### config.mk
export PLATFORM = sky130hd
export DESIGN_NAME = mult_seq_ctrl
export DESIGN_NICKNAME = d
export VERILOG_FILES = /design/src/rtl/mult_pkg.sv /design/src/rtl/shift_add_step.sv /design/src/rtl/mult_seq_ctrl.sv
export SDC_FILE = /design/constraint.sdc
export NUM_CORES = 1
export LEC_CHECK = 0
export CORE_MARGIN = 1.5
export CORE_UTILIZATION = 54
export DETAILED_ROUTE_END_ITERATION = 6
export PLACE_DENSITY = 0.78
export REMOVE_ABC_BUFFERS = 1
export SLEW_MARGIN = 40
export SYNTH_ARGS = -nofsm -noshare
export SYNTH_HDL_FRONTEND = slang
export SYNTH_SLANG_ARGS = --single-unit
### constraint.sdc
create_clock -name clk -period 3.4 [get_ports clk]
set_clock_uncertainty 0.15 [all_clocks]
set_input_delay 0.68 -clock clk [delete_from_list [all_inputs] [get_ports clk]]
set_output_delay 0.68 -clock clk [all_outputs]
set_load 0.01 [all_outputs]
### src/rtl/mult_pkg.sv
// Shared types and constants for the sequential shift-add multiplier.
// The optional MULT_EARLY_EXIT_EN build uses the same definitions.
package mult_pkg;

  localparam int DEFAULT_W = 4;

  typedef enum logic [1:0] {IDLE, CALC, DONE} state_t;

  // Iteration counter width; W >= 2 is assumed, the clamp keeps it nonzero.
  function automatic int cnt_width(input int w);
    return (w < 2) ? 1 : $clog2(w);
  endfunction

endpackage

### src/rtl/shift_add_step.sv
// One shift-add iteration: conditionally add the multiplicand, then shift
// the multiplicand left and the multiplier right.
module shift_add_step #(
  parameter int W = 4
) (
  input  logic [2*W-1:0] acc,
  input  logic [2*W-1:0] a_reg,
  input  logic [W-1:0]   b_reg,
  output logic [2*W-1:0] sum,
  output logic [2*W-1:0] a_nxt,
  output logic [W-1:0]   b_nxt
);

  assign sum   = acc + (b_reg[0] ? a_reg : '0);
  assign a_nxt = a_reg << 1;
  assign b_nxt = b_reg >> 1;

endmodule

### src/rtl/mult_seq_ctrl.sv
// Sequential unsigned multiplier controller: one partial product per clock,
// one-cycle done pulse. Define MULT_EARLY_EXIT_EN to stop once the multiplier is exhausted.
module mult_seq_ctrl
  import mult_pkg::*;
#(
  parameter int W = DEFAULT_W
) (
  input  logic           clk,
  input  logic           reset,
  input  logic           start,
  input  logic [W-1:0]   A,
  input  logic [W-1:0]   B,
  output logic           busy,
  output logic           done,
  output logic [2*W-1:0] P
);

  localparam int CW = cnt_width(W);
  localparam logic [CW-1:0] CNT_LAST = CW'(W - 1);

  state_t         state;
  logic [2*W-1:0] a_reg, acc, sum, a_nxt;
  logic [W-1:0]   b_reg, b_nxt;
  logic [CW-1:0]  cnt;
  logic           last;

  shift_add_step #(.W(W)) u_step (
    .acc   (acc),
    .a_reg (a_reg),
    .b_reg (b_reg),
    .sum   (sum),
    .a_nxt (a_nxt),
    .b_nxt (b_nxt)
  );

`ifdef MULT_EARLY_EXIT_EN
  // Once no multiplier bits remain, further iterations only add zero;
  // B == 0 therefore finishes after a single iteration.
  assign last = (cnt == CNT_LAST) || (b_nxt == '0);
`else
  assign last = (cnt == CNT_LAST);
`endif

  always_ff @(posedge clk or negedge reset) begin
    if (!reset) begin
      state <= IDLE;
      a_reg <= '0;
      b_reg <= '0;
      acc   <= '0;
      cnt   <= '0;
      P     <= '0;
      busy  <= 1'b0;
      done  <= 1'b0;
    end else begin
      case (state)
        IDLE, DONE: begin
          if (start) begin
            a_reg <= {{W{1'b0}}, A};
            b_reg <= B;
            acc   <= '0;
            cnt   <= '0;
            state <= CALC;
            busy  <= 1'b1;
          end else begin
            state <= IDLE;
            busy  <= 1'b0;
          end
          done <= 1'b0;
        end
        CALC: begin
          acc   <= sum;
          a_reg <= a_nxt;
          b_reg <= b_nxt;
          cnt   <= cnt + 1'b1;
          if (last) begin
            P     <= sum;
            state <= DONE;
            busy  <= 1'b0;
            done  <= 1'b1;
          end
        end
        default: begin
          state <= IDLE;
          busy  <= 1'b0;
          done  <= 1'b0;
        end
      endcase
    end
  end

endmodule

==> metrics.yaml, run 1 <==
status:
  status: "finished, final reports clean"
worst_setup_path:
  path_cells: "and2_1, ha_1, inv_1, fa_1, nor2b_4, o31a_1, o21a_1, or3_1, a32o_1"
  cp_slowest_stage_delay_ns: 0.46
  crit_slowest_cell: "dfrtp_1"
  worstPathArrival_ns: 2.57
  critPathKind: "flip-flop to flip-flop"
  endpoint_kind: "flip-flop"
  crit_required_ns: 3.47
  crit_path_max_fanout: 9
  startpoint_type: "flip-flop"
place:
  place_inst: 198
  place_area_um2: 1850
  gp_congestion: 0.843
  post-dp-hpwl_um: 2330
  io_buffers: 20
yosys:
  synth_most_common_cell: "dfrtp_1"
  async_flop_share: 1.00
  avgSynthCellArea_um2: 10.8
  synth_common_cells: "dfrtp_1 (33), nand2_1 (20), o21ai_0 (16)"
  ys_top_cells_by_area: "dfrtp_1 (51%), ha_1 (6.2%), a22o_1 (6.0%), o21ai_0 (5.0%), nand2_1 (4.7%)"
  yosys.area.top_type: "dfrtp_1"
  synth_top_area_share: 0.514
  ys_seq_area_frac: 0.514
  synth_flop_cell: "dfrtp_1"
  synth-seq-cells: 33
  synth_edf_count: 0
  ys_types: 31
  syn_area_um2: 1610
  yosys_warnings: 0
  synthCells: 149
timing:
  fin_setup_tns_ns: 0
  hold_viol: 0
  post-route-min-period_ns: 2.50
  max_slew_margin: 0.646
  rsz0062_at_grt: "no"
  drv_slew: 0
  max_clock_freq_mhz: 400
  setup_viol: 0
  fin_hold_ws_ns: 0.350
  min_period_over_period: 0.734
  tightest_slew_ns: 0.529
final_layout:
  stdcell_area_um2: 1910
  syn2layout_area_growth_pct: 18.8
  fin_util: 0.687
  nets: 194
  nFillCells: 225
  instances_no_fill: 205
  diodes: 0
  drive_gt1_frac: 0.0920
floorplan:
  die_area_um2: 3310
  die_w_um: 57.6
  die_h_um: 57.6
  initial_core_util: 0.578
  core_area_um2: 2780
  std_cell_rows: 19
  io_pins: 21
grt:
  grt_pass1_vias: 1283
  antenna_found_initial: 0
  grt_overflow_total: 0
  grt_pass1_wl_um: 5620
  grt_usage: 0.220
  grt_max_degree: 34
drt:
  via_count: 1210
  viasPerCell: 5.90
  dr.pass1.iters: 4
  drt_iter0_markers: 39
  routed_wl_um: 3120
  detail-route-antenna-nets: 0
  post_drt_wl_per_cell_um: 15.2
  remaining_drc_errors: 0
power:
  leakagePower_uw: 0.000880
  p_per_area_nw_per_um2: 799
  irDropWorstVdd_v: 0.000652
cts:
  cts_tree: "built"
  clockBufferDepth: 2
  cts_buffers: 5
  cts-resized-gates: 0
  h-tree-depth: 2
  postCtsSetupRepairBufs: 0
  path_clk_slew_ns: 0.10
  clock-sinks: 33
  ctsHoldBuffers: 0
  insertion_delay_ns: 0.33
  cts_root_buf: "clkbuf_4"
run:
  maxCapViolations: 0
hold_path:
  holdCritPathClass: "flip-flop to flip-flop"
==> final cells by class <==
type	count	area [um2]	share of cell area
multi-input cells	104	738	0.386
inverters	6	22.5	0.0118
flip-flops and latches	33	826	0.432
well taps	31	38.8	0.0203
clock buffers	7	55.1	0.0288
repair buffers	24	230	0.120
==> kinds of logic (layout without fill, tap and decap cells) <==
| kind of cell | after synthesis | in the layout | synth area share |
|---|---|---|---|
| compound gates | 47 | 47 | 0.197 |
| simple gates | 35 | 35 | 0.106 |
| flops | 33 | 33 | 0.514 |
| buf+inv | 12 | 37 | 0.0288 |
| fa+ha+maj | 9 | 9 | 0.0747 |
| mux | 9 | 9 | 0.0584 |
| xor+xnor | 4 | 4 | 0.0218 |
==> through the flow <==
step	total power, uW	setup WS (ns)
CTS	1540	0.902
global placement	1280	0.978
global route	1650	0.785
floorplan	1050	0.962
finish	1530	0.903
detailed placement	1310	0.913
==> critical path: cells and delay by family (launching register included) <==
kind	cells	cell delay, ns
adder cells (fa/ha/maj)	2	0.45
flip-flops	1	0.46
AO/OA/AOI/OAI	3	0.70
buffers and inverters	1	0.08
AND/OR/NAND/NOR	3	0.56
==> cell usage in the layout (no fill, tap or decap), drive strengths merged <==
| cell type | count |
|---|---|
| inv | 6 |
| clkdlybuf4s50 | 20 |
| o21bai | 1 |
| dfrtp | 33 |
| o21a | 3 |
| ha | 8 |
| a32o | 1 |
| a31o | 1 |
| mux2i | 6 |
| nand2b | 1 |
| o2bb2ai | 1 |
| mux2 | 3 |
| and2 | 7 |
| nor2 | 2 |
| fa | 1 |
| nand2 | 20 |
| a22o | 11 |
| buf | 4 |
| o31a | 1 |
| clkbuf | 7 |
| o211ai | 3 |
| a211oi | 1 |
| nor2b | 3 |
| nor3 | 1 |
| a21oi | 6 |
| o21ai | 16 |
| or3 | 1 |
| xnor2 | 4 |
| a21o | 1 |
| o22ai | 1 |
==> layer usage <==
metal	GRT usage	up-vias	routed length, um
met5	0	-	0
met4	0.0698	0	0
met3	0.0567	0	192
li1	-	579	-
met1	0.292	599	1420
met2	0.356	32	1510
==> where the power goes <==
part / leakage, uW / switching [uW] / internal (uW)
Sequential: 0.000435 / 99.2 / 544
Combinational: 0.000414 / 344 / 321
Clock: 0.0000314 / 122 / 97.6
Total: 0.000880 / 565 / 963
==> path summary, 6_finish.rpt <==
kind,start,to,slack (ns),cells after the start
max,b_reg[0],acc[6],0.90,9
min,busy,busy,0.35,1
max reg2reg,b_reg[0],acc[6],0.90,9
min reg2reg,busy,busy,0.35,1
max in group asynchronous,reset,acc[7],2.21,2
min in group asynchronous,reset,a_reg[0],0.59,2
Note: power is estimated with default switching activity, not from simulation.
==> run 2: changes to the inputs <==
--- a/config.mk
+++ b/config.mk
@@ -6,9 +6,9 @@
 export NUM_CORES = 1
 export LEC_CHECK = 0
 export CORE_MARGIN = 1.5
-export CORE_UTILIZATION = 54
+export CORE_UTILIZATION = 49
 export DETAILED_ROUTE_END_ITERATION = 6
-export PLACE_DENSITY = 0.78
+export PLACE_DENSITY = 0.75
 export REMOVE_ABC_BUFFERS = 1
 export SLEW_MARGIN = 40
 export SYNTH_ARGS = -nofsm -noshare
==> constraint.sdc (replaced) <==
create_clock -name clk -period 2.05 [get_ports clk]
set_clock_uncertainty 0.15 [all_clocks]
set_input_delay 0.41 -clock clk [delete_from_list [all_inputs] [get_ports clk]]
set_output_delay 0.41 -clock clk [all_outputs]
set_load 0.01 [all_outputs]
==> run 2 against run 1 <==
The flow now finishes with violations (negative setup slack). Via count up 9.2%. Die area up 9.7%. Flip-flop and latch count unchanged. Design area up 15%. Setup slack worse by 1.2 ns. Combinational power up 110%. Critical endpoint unchanged. Largest power group unchanged.
==> metrics.yaml, run 2 (synthesis results as in run 1) <==
status:
  status: "finished, violations left"  # was finished, final reports clean
  violations: "negative setup slack"
place:
  io_buffers: 20  # unchanged
  post-dp-hpwl_um: 2460  # was 2330 um
  dp_slack_ns: -0.310  # was 0.913 ns
  gp_congestion: 0.780  # was 0.843
  place_inst: 227  # was 198
  place_area_um2: 1990  # was 1850 um2
drt:
  dr.pass1.iters: 4  # unchanged
  post_drt_wl_per_cell_um: 15.6  # was 15.2 um
  remaining_drc_errors: 0  # unchanged
  detail-route-antenna-nets: 0  # unchanged
  via_count: 1321  # was 1210
  viasPerCell: 5.50  # was 5.90
  drt_iter0_markers: 35  # was 39
  routed_wl_um: 3740  # was 3120 um
power:
  seq_power_share: 0.368  # was 0.421
  swShare: 0.369  # was 0.370
  irDropWorstVdd_v: 0.000853  # was 0.000652 V
  internal_power_uw: 1820  # was 963 uW
  power_switching_uw: 1060  # was 565 uW
  power_frac_comb: 0.483  # was 0.435
  leakagePower_uw: 0.00100  # was 0.000880 uW
  p_per_area_nw_per_um2: 1310  # was 799 nW/um2
  clkPwrFrac: 0.149  # was 0.144
floorplan:
  io_pins: 21  # unchanged
  initial_core_util: 0.522  # was 0.578
  die_h_um: 60.3  # was 57.6 um
  die_area_um2: 3630  # was 3310 um2
  die_w_um: 60.3  # was 57.6 um
  std_cell_rows: 20  # was 19
  core_area_um2: 3080  # was 2780 um2
timing:
  setup_viol: 4  # was 0
  fin_ws_ns: -0.280  # was 0.903 ns
  rsz0062_at_grt: "yes"  # was no
  max_clock_freq_mhz: 429  # was 400 MHz
  tightest_slew_ns: 0.718  # was 0.529 ns
  fin_setup_tns_ns: -0.896  # was 0 ns
  max_slew_margin: 0.521  # was 0.646
  min_period_over_period: 1.14  # was 0.734
  drv_slew: 0  # unchanged
  fin_hold_ws_ns: 0.306  # was 0.350 ns
  hold_viol: 0  # unchanged
  post-route-min-period_ns: 2.33  # was 2.50 ns
final_layout:
  diodes: 0  # unchanged
  layout_commonest_cell: "dfrtp_1"  # unchanged
  drive_gt1_frac: 0.270  # was 0.0920
  final_cell_mix: "dfrtp_1 (33), buf_4 (22), nand2_1 (20), clkdlybuf4s50_1 (20), o21ai_0 (12)"  # was dfrtp_1 (33), nand2_1 (20), clkdlybuf4s50_1 (20), o21ai_0 (16), a22o_1 (11)
  syn2layout_area_growth_pct: 36.8  # was 18.8%
  stdcell_area_um2: 2200  # was 1910 um2
  nets: 215  # was 194
  nFillCells: 222  # was 225
  instances_no_fill: 240  # was 205
cts:
  path_clk_slew_ns: 0.10  # about the same
  insertion_delay_ns: 0.35  # was 0.33 ns
  cts_buffers: 5  # unchanged
  cts_root_buf: "clkbuf_4"  # unchanged
  clockBufferDepth: 2  # unchanged
  cts_tree: "built"  # unchanged
  h-tree-depth: 2  # unchanged
  ctsHoldBuffers: 0  # unchanged
  clock-sinks: 33  # unchanged
worst_setup_path:
  path_cells: "buf_4, buf_6, and2_4, ha_4, o21a_1, o31a_1, o21a_1, or3_1, a32o_1"  # was and2_1, ha_1, inv_1, fa_1, nor2b_4, o31a_1, o21a_1, or3_1, a32o_1
  crit_slowest_cell: "dfrtp_1"  # unchanged
  critPathKind: "flip-flop to flip-flop"  # unchanged
  endpoint_kind: "flip-flop"  # unchanged
  startpoint_type: "flip-flop"  # unchanged
  crit_required_ns: 2.15  # was 3.47 ns
  rrSetupSlack_ns: -0.28  # was 0.90 ns
  crit_path_max_fanout: 6  # was 9
  worstPathArrival_ns: 2.43  # was 2.57 ns
  cp_slowest_stage_delay_ns: 0.40  # was 0.46 ns
  cpMostUsedCell: "o21a_1"
grt:
  grt_pass1_wl_um: 5670  # was 5620 um
  grt_pass1_vias: 1293  # was 1283
  antenna_found_initial: 0  # unchanged
  grt_max_degree: 34  # unchanged
  grt_usage: 0.223  # was 0.220
  grt_overflow_total: 0  # unchanged
run:
  maxCapViolations: 0  # unchanged
hold_path:
  holdCritPathClass: "input pin to async pin"  # was flip-flop to flip-flop
[run 2: cell types whose count changed in the layout (fill, tap and decap cells not counted), sizes merged]
cell,before,now
clkinv,0,1
buf,4,25
[run 2: what timing repair did]
action	in CTS	in global routing
buffers inserted	3	4
setup endpoints to repair	7	6
pin swaps	9	3
resized for setup	20	3
[run 2: worst paths after layout]
kind / cells after the start / startpoint / to
hold reg to reg: 2 / P[1] / P[1]
max in group asynchronous: 2 / reset / b_reg[3]
setup / recovery: 9 / b_reg[0] / acc[6]
min in group clk: 2 / P[1] / P[1]
hold / removal: 2 / reset / acc[6]
setup reg to reg: 9 / b_reg[0] / acc[6]
[run 2: power groups by stage]
stage | combinational (uW) | clock [uW] | sequential, uW
final | 1390 | 429 | 1060
after global routing | 1530 | 458 | 1090
after CTS | 1350 | 429 | 1050
after detailed placement | 1250 | 0 | 1060
after global placement | 1210 | 0 | 1050
after floorplan | 680 | 0 | 1070
[run 2: worst max-delay path, delay by kind of cell, from the launching register on]
| kind | cells | cell delay, ns |
|---|---|---|
| AOI/OAI and AO/OA | 4 | 0.74 |
| DFF | 1 | 0.40 |
| buffers and inverters | 2 | 0.26 |
| and+or+nand+nor | 2 | 0.47 |
| adders and majority gates | 1 | 0.21 |
[run 2: area by class of cell]
cell class / count / area, um2 / share of cell area
timing repair buffer: 45 / 399 / 0.181
clock inverter: 1 / 5.00 / 0.00228
inverter: 6 / 22.5 / 0.0102
tap: 44 / 55.1 / 0.0250
clock buffer: 7 / 65.1 / 0.0296
multi-input combinational: 104 / 827 / 0.376
sequential: 33 / 826 / 0.375
[run 2: layer usage]
layer  track usage  routed length, um  up-vias
li1              -                  -      615
met1         0.258               1520      645
met2         0.362               1900       45
met3        0.0584                201       16
met4         0.146                121        0
met5             0                  0        -
[run 2: through the flow]
step	utilization	total power (uW)
finish	0.715	2880
global route	0.715	3070
CTS	0.703	2830
detailed placement	0.647	2310
global placement	0.646	2250
floorplan	-	1750
==> run 3: changes to the inputs <==
--- a/config.mk
+++ b/config.mk
@@ -6,11 +6,13 @@
 export NUM_CORES = 1
 export LEC_CHECK = 0
 export CORE_MARGIN = 1.5
-export CORE_UTILIZATION = 49
+export CORE_UTILIZATION = 51
 export DETAILED_ROUTE_END_ITERATION = 6
-export PLACE_DENSITY = 0.75
+export PLACE_DENSITY = 0.76
 export REMOVE_ABC_BUFFERS = 1
+export SETUP_SLACK_MARGIN = 0.15
 export SLEW_MARGIN = 40
 export SYNTH_ARGS = -nofsm -noshare
 export SYNTH_HDL_FRONTEND = slang
+export SYNTH_HIERARCHICAL = 1
 export SYNTH_SLANG_ARGS = --single-unit
==> constraint.sdc (replaced) <==
create_clock -name clk -period 1.95 [get_ports clk]
set_clock_uncertainty 0.15 [all_clocks]
set_input_delay 0.39 -clock clk [delete_from_list [all_inputs] [get_ports clk]]
set_output_delay 0.39 -clock clk [all_outputs]
set_load 0.01 [all_outputs]
==> run 3 against run 2 <==
The flow still finishes with violations (negative setup slack). Core utilization decreased by 2.4 points. Global-route usage shrank 0.47 points. Maximum frequency down 3.2%. Synthesized area up 27%. First-iteration DRC count rose by 80%. Sequential share of layout area fell by 5.8 points. Setup slack worse by 0.18 ns. Total power up 83%. Wire length up 22%. Combinational power increased to 2.5 times the previous value. Critical path depth up 1. Clock-buffer cell count unchanged.
==> metrics.yaml, run 3 <==
status:
  status: "finished, violations left"  # unchanged
  violations: "negative setup slack"  # unchanged
drt:
  highest_layer: "met4"  # unchanged
  wl_met3_um: 157  # was 201 um
  via_count: 1533  # was 1321
  viasPerCell: 5.74  # was 5.50
  met2_length_um: 2440  # was 1900 um
  post_drt_wl_per_cell_um: 17.1  # was 15.6 um
  remaining_drc_errors: 0  # unchanged
  detail-route-antenna-nets: 0  # unchanged
  dr.pass1.iters: 4  # unchanged
  routed_wl_um: 4570  # was 3740 um
  wl_met1_um: 1860  # was 1520 um
  drt_iter0_markers: 63  # was 35
grt:
  grt_max_degree: 34  # unchanged
  grt_usage: 0.218  # was 0.223
  antenna_found_initial: 0  # unchanged
  grt_pass1_wl_um: 7160  # was 5670 um
  grt_overflow_total: 0  # unchanged
  grt_pass1_vias: 1601  # was 1293
power:
  total_power_uw: 5270  # was 2880 uW
  leakagePower_uw: 0.00119  # was 0.00100 uW
  p_per_area_nw_per_um2: 2020  # was 1310 nW/um2
  clkPwrFrac: 0.099  # was 0.149
  power_switching_uw: 1920  # was 1060 uW
  seq_power_share: 0.236  # was 0.368
  irDropWorstVdd_v: 0.000957  # was 0.000853 V
  power_frac_comb: 0.665  # was 0.483
  swShare: 0.365  # was 0.369
  internal_power_uw: 3350  # was 1820 uW
yosys:
  synth_top_area_share: 0.403  # was 0.514
  syn_area_um2: 2050  # was 1610 um2
  synth-seq-cells: 33  # unchanged
  yosys_warnings: 6  # was 0
  ys_top_cells_by_area: "dfrtp_1 (40%), mux2_4 (8.1%), a22o_1 (5.6%), buf_4 (5.5%), mux2_2 (5.5%)"  # was dfrtp_1 (51%), ha_1 (6.2%), a22o_1 (6.0%), o21ai_0 (5.0%), nand2_1 (4.7%)
  synth_flop_cell: "dfrtp_1"  # unchanged
  synth_common_cells: "dfrtp_1 (33), buf_4 (15), a21oi_1 (13), a22o_1 (13), mux2_4 (11)"  # was dfrtp_1 (33), nand2_1 (20), o21ai_0 (16)
  synth_edf_count: 0  # unchanged
  yosys.area.top_type: "dfrtp_1"  # unchanged
  avgSynthCellArea_um2: 11.4  # was 10.8 um2
  synth_most_common_cell: "dfrtp_1"  # unchanged
  async_flop_share: 1.00  # unchanged
  ys_seq_area_frac: 0.403  # was 0.514
  ys_types: 39  # was 31
  synthCells: 179  # was 149
timing:
  fin_ws_ns: -0.458  # was -0.280 ns
  min_period_over_period: 1.23  # was 1.14
  setup_viol: 13  # was 4
  fin_setup_tns_ns: -3.84  # was -0.896 ns
  hold_viol: 0  # unchanged
  rsz0062_at_grt: "yes"  # unchanged
  post-route-min-period_ns: 2.41  # was 2.33 ns
  drv_slew: 0  # unchanged
  tightest_slew_ns: 0.614  # was 0.718 ns
  max_slew_margin: 0.590  # was 0.521
  max_clock_freq_mhz: 415  # was 429 MHz
  fin_hold_ws_ns: 0.351  # was 0.306 ns
final_layout:
  final_cell_mix: "dfrtp_1 (33), buf_4 (31), clkdlybuf4s50_1 (19), a22o_1 (13)"  # was dfrtp_1 (33), buf_4 (22), nand2_1 (20), clkdlybuf4s50_1 (20), o21ai_0 (12)
  instances_no_fill: 267  # was 240
  drive_gt1_frac: 0.374  # was 0.270
  nets: 239  # was 215
  stdcell_area_um2: 2610  # was 2200 um2
  diodes: 0  # unchanged
  layout_commonest_cell: "dfrtp_1"  # unchanged
  syn2layout_area_growth_pct: 27.1  # was 36.8%
cts:
  cts_root_buf: "clkbuf_8"  # was clkbuf_4
  ctsHoldBuffers: 0  # unchanged
  h-tree-depth: 2  # unchanged
  clockBufferDepth: 2  # unchanged
  cts_tree: "built"  # unchanged
  insertion_delay_ns: 0.29  # was 0.35 ns
  cts_buffers: 5  # unchanged
  clock-sinks: 33  # unchanged
  path_clk_slew_ns: 0.06  # was 0.10 ns
floorplan:
  core_area_um2: 3770  # was 3080 um2
  std_cell_rows: 22  # was 20
  initial_core_util: 0.543  # was 0.522
  die_area_um2: 4410  # was 3630 um2
  io_pins: 21  # unchanged
  die_h_um: 66.4  # was 60.3 um
  die_w_um: 66.4  # was 60.3 um
worst_setup_path:
  regToRegEndpoint: "acc[6]"  # unchanged
  cp-startpoint: "a_reg[0]"  # was b_reg[0]
  crit_required_ns: 1.98  # was 2.15 ns
  cp_slowest_stage_delay_ns: 0.37  # was 0.40 ns
  endpoint_kind: "flip-flop"  # unchanged
  rr_worst_depth: 10  # was 9
  rrSetupSlack_ns: -0.46  # was -0.28 ns
  crit_path_max_fanout: 3  # was 6
  rr_startpoint: "a_reg[0]"  # was b_reg[0]
  worstSetupEndpoint: "acc[6]"  # unchanged
  crit_slowest_cell: "dfrtp_1"  # unchanged
  critPathKind: "flip-flop to flip-flop"  # unchanged
  path_cells: "and2_1, ha_2, inv_2, fa_2, nor2b_4, o31a_1, o211ai_1, nand3_2, mux2_4, a22o_1"  # was buf_4, buf_6, and2_4, ha_4, o21a_1, o31a_1, o21a_1, or3_1, a32o_1
  worstPathArrival_ns: 2.43  # about the same
  startpoint_type: "flip-flop"  # unchanged
place:
  io_buffers: 20  # unchanged
  place_area_um2: 2370  # was 1990 um2
  gp_congestion: 0.876  # was 0.780
  place_inst: 255  # was 227
  post-dp-hpwl_um: 2830  # was 2460 um
run:
  maxCapViolations: 0  # unchanged
hold_path:
  holdCritPathClass: "input pin to async pin"  # unchanged
==> run 3: changes by cell type after synthesis, sizes merged, moves of 3 or more <==
| cell | delta |
|---|---|
| nand3 | +4 |
| buf | +18 |
| nor2b | +6 |
| clkbuf | -3 |
| nand2 | -17 |
| a21oi | +7 |
| o21ai | -13 |
| a211oi | +7 |
| mux2 | +18 |
==> run 3: how the worst min path moves through the flow <==
stage	slack [ns]	endpoint	startpoint
3_5_place_dp	0.35	P[6]	P[6]
4_1_cts	0.36	P[6]	P[6]
5_1_grt	0.38	P[1]	P[1]
3_3_place_gp	0.33	cnt[0]	cnt[0]
2_1_floorplan	-0.06	P[0]	reset
6_report	0.35	acc[3]	reset
==> run 3: cells by family after synthesis <==
family	share of synthesized area
AOI/OAI and AO/OA	0.146
xor gates and xnor gates	0.0214
adders and majority gates	0.0586
muxes	0.175
DFF	0.403
and+or+nand+nor	0.0977
buffers and inverters	0.0971
other	0.00183
==> run 3: cell type report <==
| class | instances | area (um2) |
|---|---|---|
| repair buffers | 53 | 467 |
| well taps | 48 | 60.1 |
| multi-input cells | 119 | 1140 |
| flip-flops and latches | 33 | 826 |
| inverters | 7 | 26.3 |
| clock buffers | 7 | 86.3 |
| fillers | 259 | 1170 |
==> run 3: power groups by stage <==
stage          Combinational, uW  Sequential [uW]  Clock, uW
2_1_floorplan               1630             1370          0
3_3_place_gp                2810             1210          0
3_5_place_dp                2980             1230          0
4_1_cts                     3180             1230        531
5_1_grt                     3780             1290        558
6_report                    3510             1240        520
==> run 3: what timing repair did <==
item	4_1_cts	5_1_grt
setup buffers	2	3
gates resized for setup	12	11
endpoints found under the setup margin	13	15
pin swaps	1	5
==> run 3: stage by stage <==
| step | utilization | worst slack (ns) |
|---|---|---|
| after floorplan | - | -0.355 |
| after CTS | 0.669 | -0.356 |
| final | 0.691 | -0.458 |
| after global placement | 0.627 | -0.304 |
| after detailed placement | 0.627 | -0.418 |
| after global routing | 0.691 | -0.503 |
==> run 3: critical path, delay by kind of cell, from the launching register on <==
kind / cells / cell delay, ns
AO/OA/AOI/OAI: 3 / 0.71
adder cells (fa/ha/maj): 2 / 0.40
flip-flops: 1 / 0.37
AND/OR/NAND/NOR: 3 / 0.33
multiplexers: 1 / 0.29
buffers and inverters: 1 / 0.06
==> run 3: metal layers <==
metal	up-vias	track usage
met5	-	0
met3	10	0.0460
met4	0	0.0765
li1	707	-
met2	39	0.403
met1	777	0.246
